File: src/rtl/mux_serializer_8_pkg.sv
// Shared definitions for the byte serializer: FSM state encoding and datapath widths.
package mux_serializer_8_pkg;

  localparam int BYTE_W = 8;
  localparam int IDX_W  = 3;

  typedef enum logic [1:0] {
    IDLE  = 2'd0,
    SHIFT = 2'd1,
    GAP   = 2'd2
  } state_e;

endpackage

File: src/rtl/mux_8x1.sv
// 8:1 bit multiplexer built as a three-level tree of 2:1 selects.
module mux_8x1
  import mux_serializer_8_pkg::*;
(
  input  logic [BYTE_W-1:0] in_i,
  input  logic [IDX_W-1:0]  sel_i,
  output logic              y_o
);

  logic [3:0] lvl1;
  logic [1:0] lvl2;

  // Tree of 2:1 selects: sel[0] picks within pairs, sel[1] within quads, sel[2] the half.
  always_comb begin
    for (int j = 0; j < 4; j++) begin
      lvl1[j] = sel_i[0] ? in_i[2*j+1] : in_i[2*j];
    end
    for (int j = 0; j < 2; j++) begin
      lvl2[j] = sel_i[1] ? lvl1[2*j+1] : lvl1[2*j];
    end
    y_o = sel_i[2] ? lvl2[1] : lvl2[0];
  end

endmodule

File: src/rtl/mux_serializer_8.sv
// Byte-wide parallel-to-serial converter: latches a byte over a valid/ready
// handshake and walks a bit index through the mux_8x1 select lines.
module mux_serializer_8
  import mux_serializer_8_pkg::*;
#(
  parameter bit MSB_FIRST = 1'b0,
  parameter int FRAME_GAP = 0
) (
  input  logic              clk,
  input  logic              rst,
  input  logic              load_valid,
  output logic              load_ready,
  input  logic [BYTE_W-1:0] data_in,
  output logic              ser_valid,
  input  logic              ser_ready,
  output logic              ser_out,
  output logic              ser_last,
  output logic [IDX_W-1:0]  bit_idx,
  output logic              busy
);

  localparam int GAP_W = ($clog2(FRAME_GAP + 1) > 1) ? $clog2(FRAME_GAP + 1) : 1;
  localparam logic [IDX_W-1:0] IDX_START = MSB_FIRST ? 3'd7 : 3'd0;
  localparam logic [GAP_W-1:0] GAP_LAST  = GAP_W'((FRAME_GAP > 0) ? FRAME_GAP - 1 : 0);

  state_e             state_q, state_d;
  logic [BYTE_W-1:0]  byte_q,  byte_d;
  logic [IDX_W-1:0]   idx_q,   idx_d;
  logic [IDX_W-1:0]   beat_q,  beat_d;
  logic [GAP_W-1:0]   gap_q,   gap_d;
  logic               raw_bit;
  logic               accept;

  mux_8x1 u_mux (
    .in_i  (byte_q),
    .sel_i (idx_q),
    .y_o   (raw_bit)
  );

  // Handshake and observation outputs decoded straight from registered state.
  always_comb begin
    ser_valid  = (state_q == SHIFT);
    ser_last   = ser_valid && (beat_q == 3'd7);
    busy       = (state_q != IDLE);
    bit_idx    = idx_q;
    ser_out    = ser_valid & raw_bit;
    load_ready = !rst && ((state_q == IDLE) ||
                          (ser_last && ser_ready && (FRAME_GAP == 0)));
    accept     = load_valid && load_ready;
  end

  // Next-state logic: load, step through the byte, optionally idle for the frame gap.
  always_comb begin
    state_d = state_q;
    byte_d  = byte_q;
    idx_d   = idx_q;
    beat_d  = beat_q;
    gap_d   = gap_q;
    case (state_q)
      IDLE: begin
        if (accept) begin
          byte_d  = data_in;
          idx_d   = IDX_START;
          beat_d  = '0;
          state_d = SHIFT;
        end
      end
      SHIFT: begin
        if (ser_ready) begin
          if (beat_q == 3'd7) begin
            beat_d = '0;
            if (FRAME_GAP == 0) begin
              if (accept) begin
                byte_d = data_in;
                idx_d  = IDX_START;
              end else begin
                state_d = IDLE;
              end
            end else begin
              gap_d   = '0;
              state_d = GAP;
            end
          end else begin
            // The index never wraps here; only a reload returns it to the start.
            idx_d  = MSB_FIRST ? (idx_q - 3'd1) : (idx_q + 3'd1);
            beat_d = beat_q + 3'd1;
          end
        end
      end
      GAP: begin
        if (gap_q == GAP_LAST) begin
          state_d = IDLE;
        end else begin
          gap_d = gap_q + GAP_W'(1);
        end
      end
      default: state_d = IDLE;
    endcase
  end

  // State and datapath registers; reset discards any byte in flight.
  always_ff @(posedge clk or posedge rst) begin
    if (rst) begin
      state_q <= IDLE;
      byte_q  <= '0;
      idx_q   <= IDX_START;
      beat_q  <= '0;
      gap_q   <= '0;
    end else begin
      state_q <= state_d;
      byte_q  <= byte_d;
      idx_q   <= idx_d;
      beat_q  <= beat_d;
      gap_q   <= gap_d;
    end
  end

endmodule

File: config.mk
export PLATFORM = sky130hd
export DESIGN_NAME = mux_serializer_8
export DESIGN_NICKNAME = d
export VERILOG_FILES = /design/src/rtl/mux_serializer_8_pkg.sv /design/src/rtl/mux_8x1.sv /design/src/rtl/mux_serializer_8.sv
export SDC_FILE = /design/constraint.sdc
export NUM_CORES = 1
export LEC_CHECK = 0
export ABC_AREA = 1
export ABC_CLOCK_PERIOD_IN_PS = 2000
export BUFFER_PORTS_ARGS = -buffer_cell sky130_fd_sc_hd__buf_4
export CELL_PAD_IN_SITES_DETAIL_PLACEMENT = 1
export CELL_PAD_IN_SITES_GLOBAL_PLACEMENT = 1
export CORE_UTILIZATION = 37
export DETAILED_ROUTE_END_ITERATION = 7
export PLACE_DENSITY_LB_ADDON = 0.1
export SLEW_MARGIN = 20
export SYNTH_ARGS = -nofsm -noshare
export SYNTH_HDL_FRONTEND = slang
export SYNTH_SLANG_ARGS = --single-unit
File: constraint.sdc
create_clock -name clk -period 2 [get_ports clk]
set_input_delay 0.4 -clock clk [delete_from_list [all_inputs] [get_ports clk]]
set_output_delay 0.4 -clock clk [all_outputs]
set_load 0.05 [all_outputs]
## After elaboration in Yosys (flattened, before gate mapping)

Cells that the tools add are included.

- Register bits: 17
- Output and inout bits: 8

- $add $sub $neg: 3
- Eq/ne operators: 8
- Mux-type cells: 26
- Bitwise gates (word level): 1
- Reductions and logical operators: 13

Operators with widths:

| operator | count |
|---|---|
| $mux 8 | 3 |
| $mux 3 | 6 |
| $pmux 8 s2 | 1 |
| $pmux 3 s2 | 2 |
| $mux 2 | 5 |
| $mux 1 | 8 |
| $add 3x1->3 const B | 2 |
| $ne 2x2->1 const B | 3 |
| $pmux 2 s3 | 1 |
| $reduce_and 3->1 | 2 |
| $reduce_and 5->1 | 1 |
| $logic_and 1x1->1 | 4 |
| $ne 2x1->1 const B | 2 |
| $reduce_bool 2->1 | 2 |
| $eq 3x3->1 const B | 1 |
| $eq 2x1->1 const B | 1 |
| $eq 2x2->1 const B | 1 |
| $logic_not 2->1 | 1 |
| $reduce_and 2->1 | 1 |
| $add 1x1->1 const B | 1 |
| $and 1x1->1 | 1 |
| $logic_not 1->1 | 1 |
| $logic_or 1x1->1 | 1 |

## Logic depth before layout (Yosys ltp)

- Depth after elaboration: 10
- Gate-level depth with buffers: 10

## By module

A second synthesis with hierarchy kept.

- Cells, all modules: 115
- Area, all modules: 827.0 um2

Modules (own cells, without submodules):

| module | instances | cells each | area an instance (um2) | seq. area each (um2) |
|---|---|---|---|---|
| mux_serializer_8 | 1 | 87 | 716.9 | 375.4 |
| mux_8x1 | 1 | 28 | 110.1 | 0.0 |

## Worst setup path before layout

No wires, ideal clock.

- Kind: register to output
- Start point: register idx_q[0] (netlist: bit_idx[0])
- End point: output port ser_out
- Arrival: 1.887 ns
- Required time: 1.600 ns
- Slack: -0.287 ns
- Cell stages (with the launch flop): 8
- Cells stage by stage: dfrtp_1 -> clkbuf_2 -> inv_1 -> nand2_1 -> nand3_1 -> nand3_1 -> nand2_1 -> nor2_1

- Word-level cells in the longest chain between the ends: 4
- Elaborated cells between the ends (all ways): 8
- Classes of those cells: mux: 7; bitwise: 1

RTL lines:

| what | line | source |
|---|---|---|
| start: declaration | mux_serializer_8.sv:28 | `logic [IDX_W-1:0] idx_q, idx_d;` |
| start signal: assignment | mux_serializer_8.sv:112 | `idx_q <= idx_d;` |
| $mux 1 | mux_8x1.sv:16 | `lvl1[j] = sel_i[0] ? in_i[2*j+1] : in_i[2*j];` |
| $mux 1 | mux_8x1.sv:19 | `lvl2[j] = sel_i[1] ? lvl1[2*j+1] : lvl1[2*j];` |
| $mux 1 * | mux_8x1.sv:21 | `y_o = sel_i[2] ? lvl2[1] : lvl2[0];` |
| $and 1x1->1 * | mux_serializer_8.sv:46 | `ser_out = ser_valid & raw_bit;` |
| end: declaration | mux_serializer_8.sv:16 | `output logic ser_out,` |

Mark *: on every way between the ends. The rest lies on a longest branch, timed or not.

## Worst setup path after layout

- Start point: register beat_q[1]
- End point: output port load_ready

- Word-level cells in the longest chain between the ends: 5

RTL lines:

| what | line | source |
|---|---|---|
| start: declaration | mux_serializer_8.sv:29 | `logic [IDX_W-1:0] beat_q, beat_d;` |
| start signal: assignment | mux_serializer_8.sv:113 | `beat_q <= beat_d;` |
| $eq 3x3->1 | mux_serializer_8.sv:43 | `ser_last = ser_valid && (beat_q == 3'd7);` |
| $logic_and 1x1->1 | mux_serializer_8.sv:43 |  |
| $logic_and 1x1->1 | mux_serializer_8.sv:48 | `(ser_last && ser_ready && (FRAME_GAP == 0)));` |
| $logic_or 1x1->1 | mux_serializer_8.sv:47 | `load_ready = !rst && ((state_q == IDLE) \|\|` |
| $logic_and 1x1->1 | mux_serializer_8.sv:47 |  |
| end: declaration | mux_serializer_8.sv:12 | `output logic load_ready,` |

No other way between the ends.

==> results_dict.tcl <==
set metrics [dict create \
    cts_tree "done" \
    report.final.hold_viol_count 0 \
    fin_cells 155 \
    grt_max_degree 16 \
    postRouteAntennaNets 0 \
    wire_per_inst_um 12.0 \
    crit_arrival_ns 1.54 \
    routed_wl_um 1860 \
    coreArea_sq_um 2040 \
    drive_above_1_share_pct 33.6 \
    synth.avg_cell_area_sq_um 8.05 \
    swShare_pct 49.4 \
    synth_area_leader_cell "dfrtp_1" \
    ys_ff_latch 15 \
    clockPowerShare_pct 9.9 \
    antenna_found_initial 0 \
    die_height_um 49.6 \
    routed-via-count 730 \
    place_inst 148 \
    max_cap_violations 0 \
    ios 20 \
    fin_ws_ns 0.0635 \
    clkLatencyLatePin_ns 0.29 \
    combPwrFrac_pct 58.4 \
    slowest_stage "dfrtp_1" \
    slew_viol_final 0 \
    h-tree-depth 1 \
    root_buffer "clkbuf_4" \
    ys_top_cells_by_area "dfrtp_1 45%, nand2_1 17%, inv_1 6.3%" \
    critPathKind "flop to output pin" \
    pwr-share-seq_pct 31.7 \
    fin_crit_ns 1.94 \
    grtUsageTotal_pct 17.2 \
    gp_congestion 0.762 \
    nets 144 \
    fp-row-count 16 \
    ys_seq_area_share_pct 44.8 \
    die_w_um 49.6 \
    fin_skew_ns 0.00390 \
    port-buffer-count 19 \
    clkSinkCount 15 \
    synth_cell_type_count 21 \
    outcome "completed" \
    netlist_instances 104 \
    setup_viol 0 \
    ff2ff_path_depth 8 \
    grt-ovfl-total 0 \
    fin_setup_tns_ns 0 \
    ir_drop_v 0.000729 \
    power.switching_uw 903 \
    grt_pass1_wl_um 3150 \
    internal-power_uw 925 \
    cpPeakStageDelay_ns 0.38 \
    fin_area_sq_um 1060 \
    place_hpwl_um 1320 \
    p_leak_uw 0.000587 \
    avgViaCountPerCell 4.71 \
    crit_buf_inv 2 \
    finalCritPeriodShare_pct 96.8 \
    cp-end-kind "output pin" \
    post_dp_cell_area_sq_um 1000 \
    cp_top_family "flip-flops" \
    syn_nets 119 \
    cts_inserted_buffers 3 \
    worstReg2RegStart "beat_q[1]$_DFFE_PP0P_" \
    drcViolationCount 0 \
    firstDrtPassIters 4 \
    worstPathCellList "ha_1 -> ha_2 -> inv_2 -> nand2_2 -> nand2_2 -> nor2_1 -> buf_6" \
    fmax_mhz 516 \
    synth-warning-count 0 \
    total_power_uw 1830 \
    diodes 0 \
    power.density_nw_per_um2 1720 \
    tightestPinTransition_ns 0.310 \
    synth_area_sq_um 837 \
    cts-hold-fix-buffers 0 \
    path_max_fanout 3 \
    clkTransAtPathRegs_ns 0.09 \
    maxSlewHeadroom_pct 79.4 \
    drt_iter0_markers 6 \
    regToRegEndpoint "byte_q[6]$_DFFE_PP0P_" \
    rrSetupSlack_ns 0.54 \
    layout-area-overhead-vs-synth_pct 27.1 \
    crit_required_ns 1.60 \
    pre_cts_slack_ns 0.259 \
    synth_top_area_share_pct 44.8 \
    die_area_sq_um 2460 \
    hp-class "primary input to asynchronous set/reset pin" \
    start_util_pct 41.0 \
    clockBufferDepth 2 \
    crit_start "beat_q[1]$_DFFE_PP0P_" \
    grt_pass1_vias 707 \
    crit_top_cell "nand2_2" \
    start_kind "flop" \
]
-- routing by layer --
metal | global-route usage [%] | vias to the layer above | wire length [um]
met5 | 0 | - | 0
met2 | 25.7 | 18 | 876
met3 | 3.70 | 2 | 78
met4 | 7.14 | 0 | 13
li1 | - | 370 | -
met1 | 23.7 | 340 | 891
-- cells in the mapped netlist (all sizes together) --
| cell type | instances |
|---|---|
| inv | 16 |
| buf | 2 |
| a21oi | 4 |
| nand3b | 1 |
| nand4 | 1 |
| nor2 | 4 |
| xor2 | 1 |
| clkbuf | 1 |
| nand2 | 41 |
| o211ai | 1 |
| ha | 3 |
| o21a | 1 |
| o21ai | 8 |
| dfrtp | 15 |
| nand3 | 5 |
-- through the flow --
stage / hold slack [ns] / utilization (%)
floorplan: 0.340 / -
global placement: 0.322 / 49.2
detailed placement: 0.325 / 49.2
CTS: 0.00757 / 51.0
global route: 0.0173 / 52.1
finish: 0.0115 / 52.1
-- how the worst max path moves through the flow --
stage                            end  slack [ns]  cells after the start
after floorplan           load_ready        0.01                      3
after global placement    load_ready        0.30                      7
after detailed placement  load_ready        0.26                      7
after CTS                 load_ready       0.001                      7
after global routing      load_ready       -0.05                      7
final                     load_ready        0.06                      7
-- kinds of logic (layout without fill, tap and decap cells) --
family / after synthesis / count (layout) / synth area share [%]
fa+ha+maj: 3 / 3 / 4.48
simple gates: 52 / 52 / 27.2
buf+inv: 19 / 43 / 10.3
flops: 15 / 15 / 44.8
compound gates: 14 / 14 / 12.1
xor+xnor: 1 / 1 / 1.05
-- registers in the layout, indices dropped and copies added (netlist names) --
name / cells
bit_idx: 3
beat_q: 3
state_q: 1
byte_q: 8
-- power groups by stage --
stage / combinational (uW) / clock [uW] / sequential [uW]
final: 1070 / 181 / 580
after global routing: 1170 / 201 / 605
after CTS: 1040 / 186 / 577
after detailed placement: 1010 / 0 / 586
after global placement: 994 / 0 / 581
after floorplan: 692 / 0 / 659
-- layout make-up --
| class | count | area, sq um |
|---|---|---|
| inverter | 16 | 62.6 |
| fill | 282 | 978 |
| multi-input combinational | 70 | 388 |
| clock buffer | 4 | 26.3 |
| sequential | 15 | 377 |
| timing repair buffer | 23 | 176 |
| tap | 27 | 33.8 |
-- cells in the final DEF (no fill, tap or decap), drive strengths merged --
cell type  count
a21oi          4
buf           23
clkbuf         4
dfrtp         15
ha             3
inv           16
nand2         41
nand3          5
nand3b         1
nand4          1
nor2           4
o211ai         1
o21a           1
o21ai          8
xor2           1
-- timing repair --
action | CTS | global route
pin swaps | 0 | 1
resized for setup | 2 | 3
endpoints found under the setup margin | 1 | 2
setup buffers | 1 | 2
No activity file was read; power rests on OpenSTA's default activity.
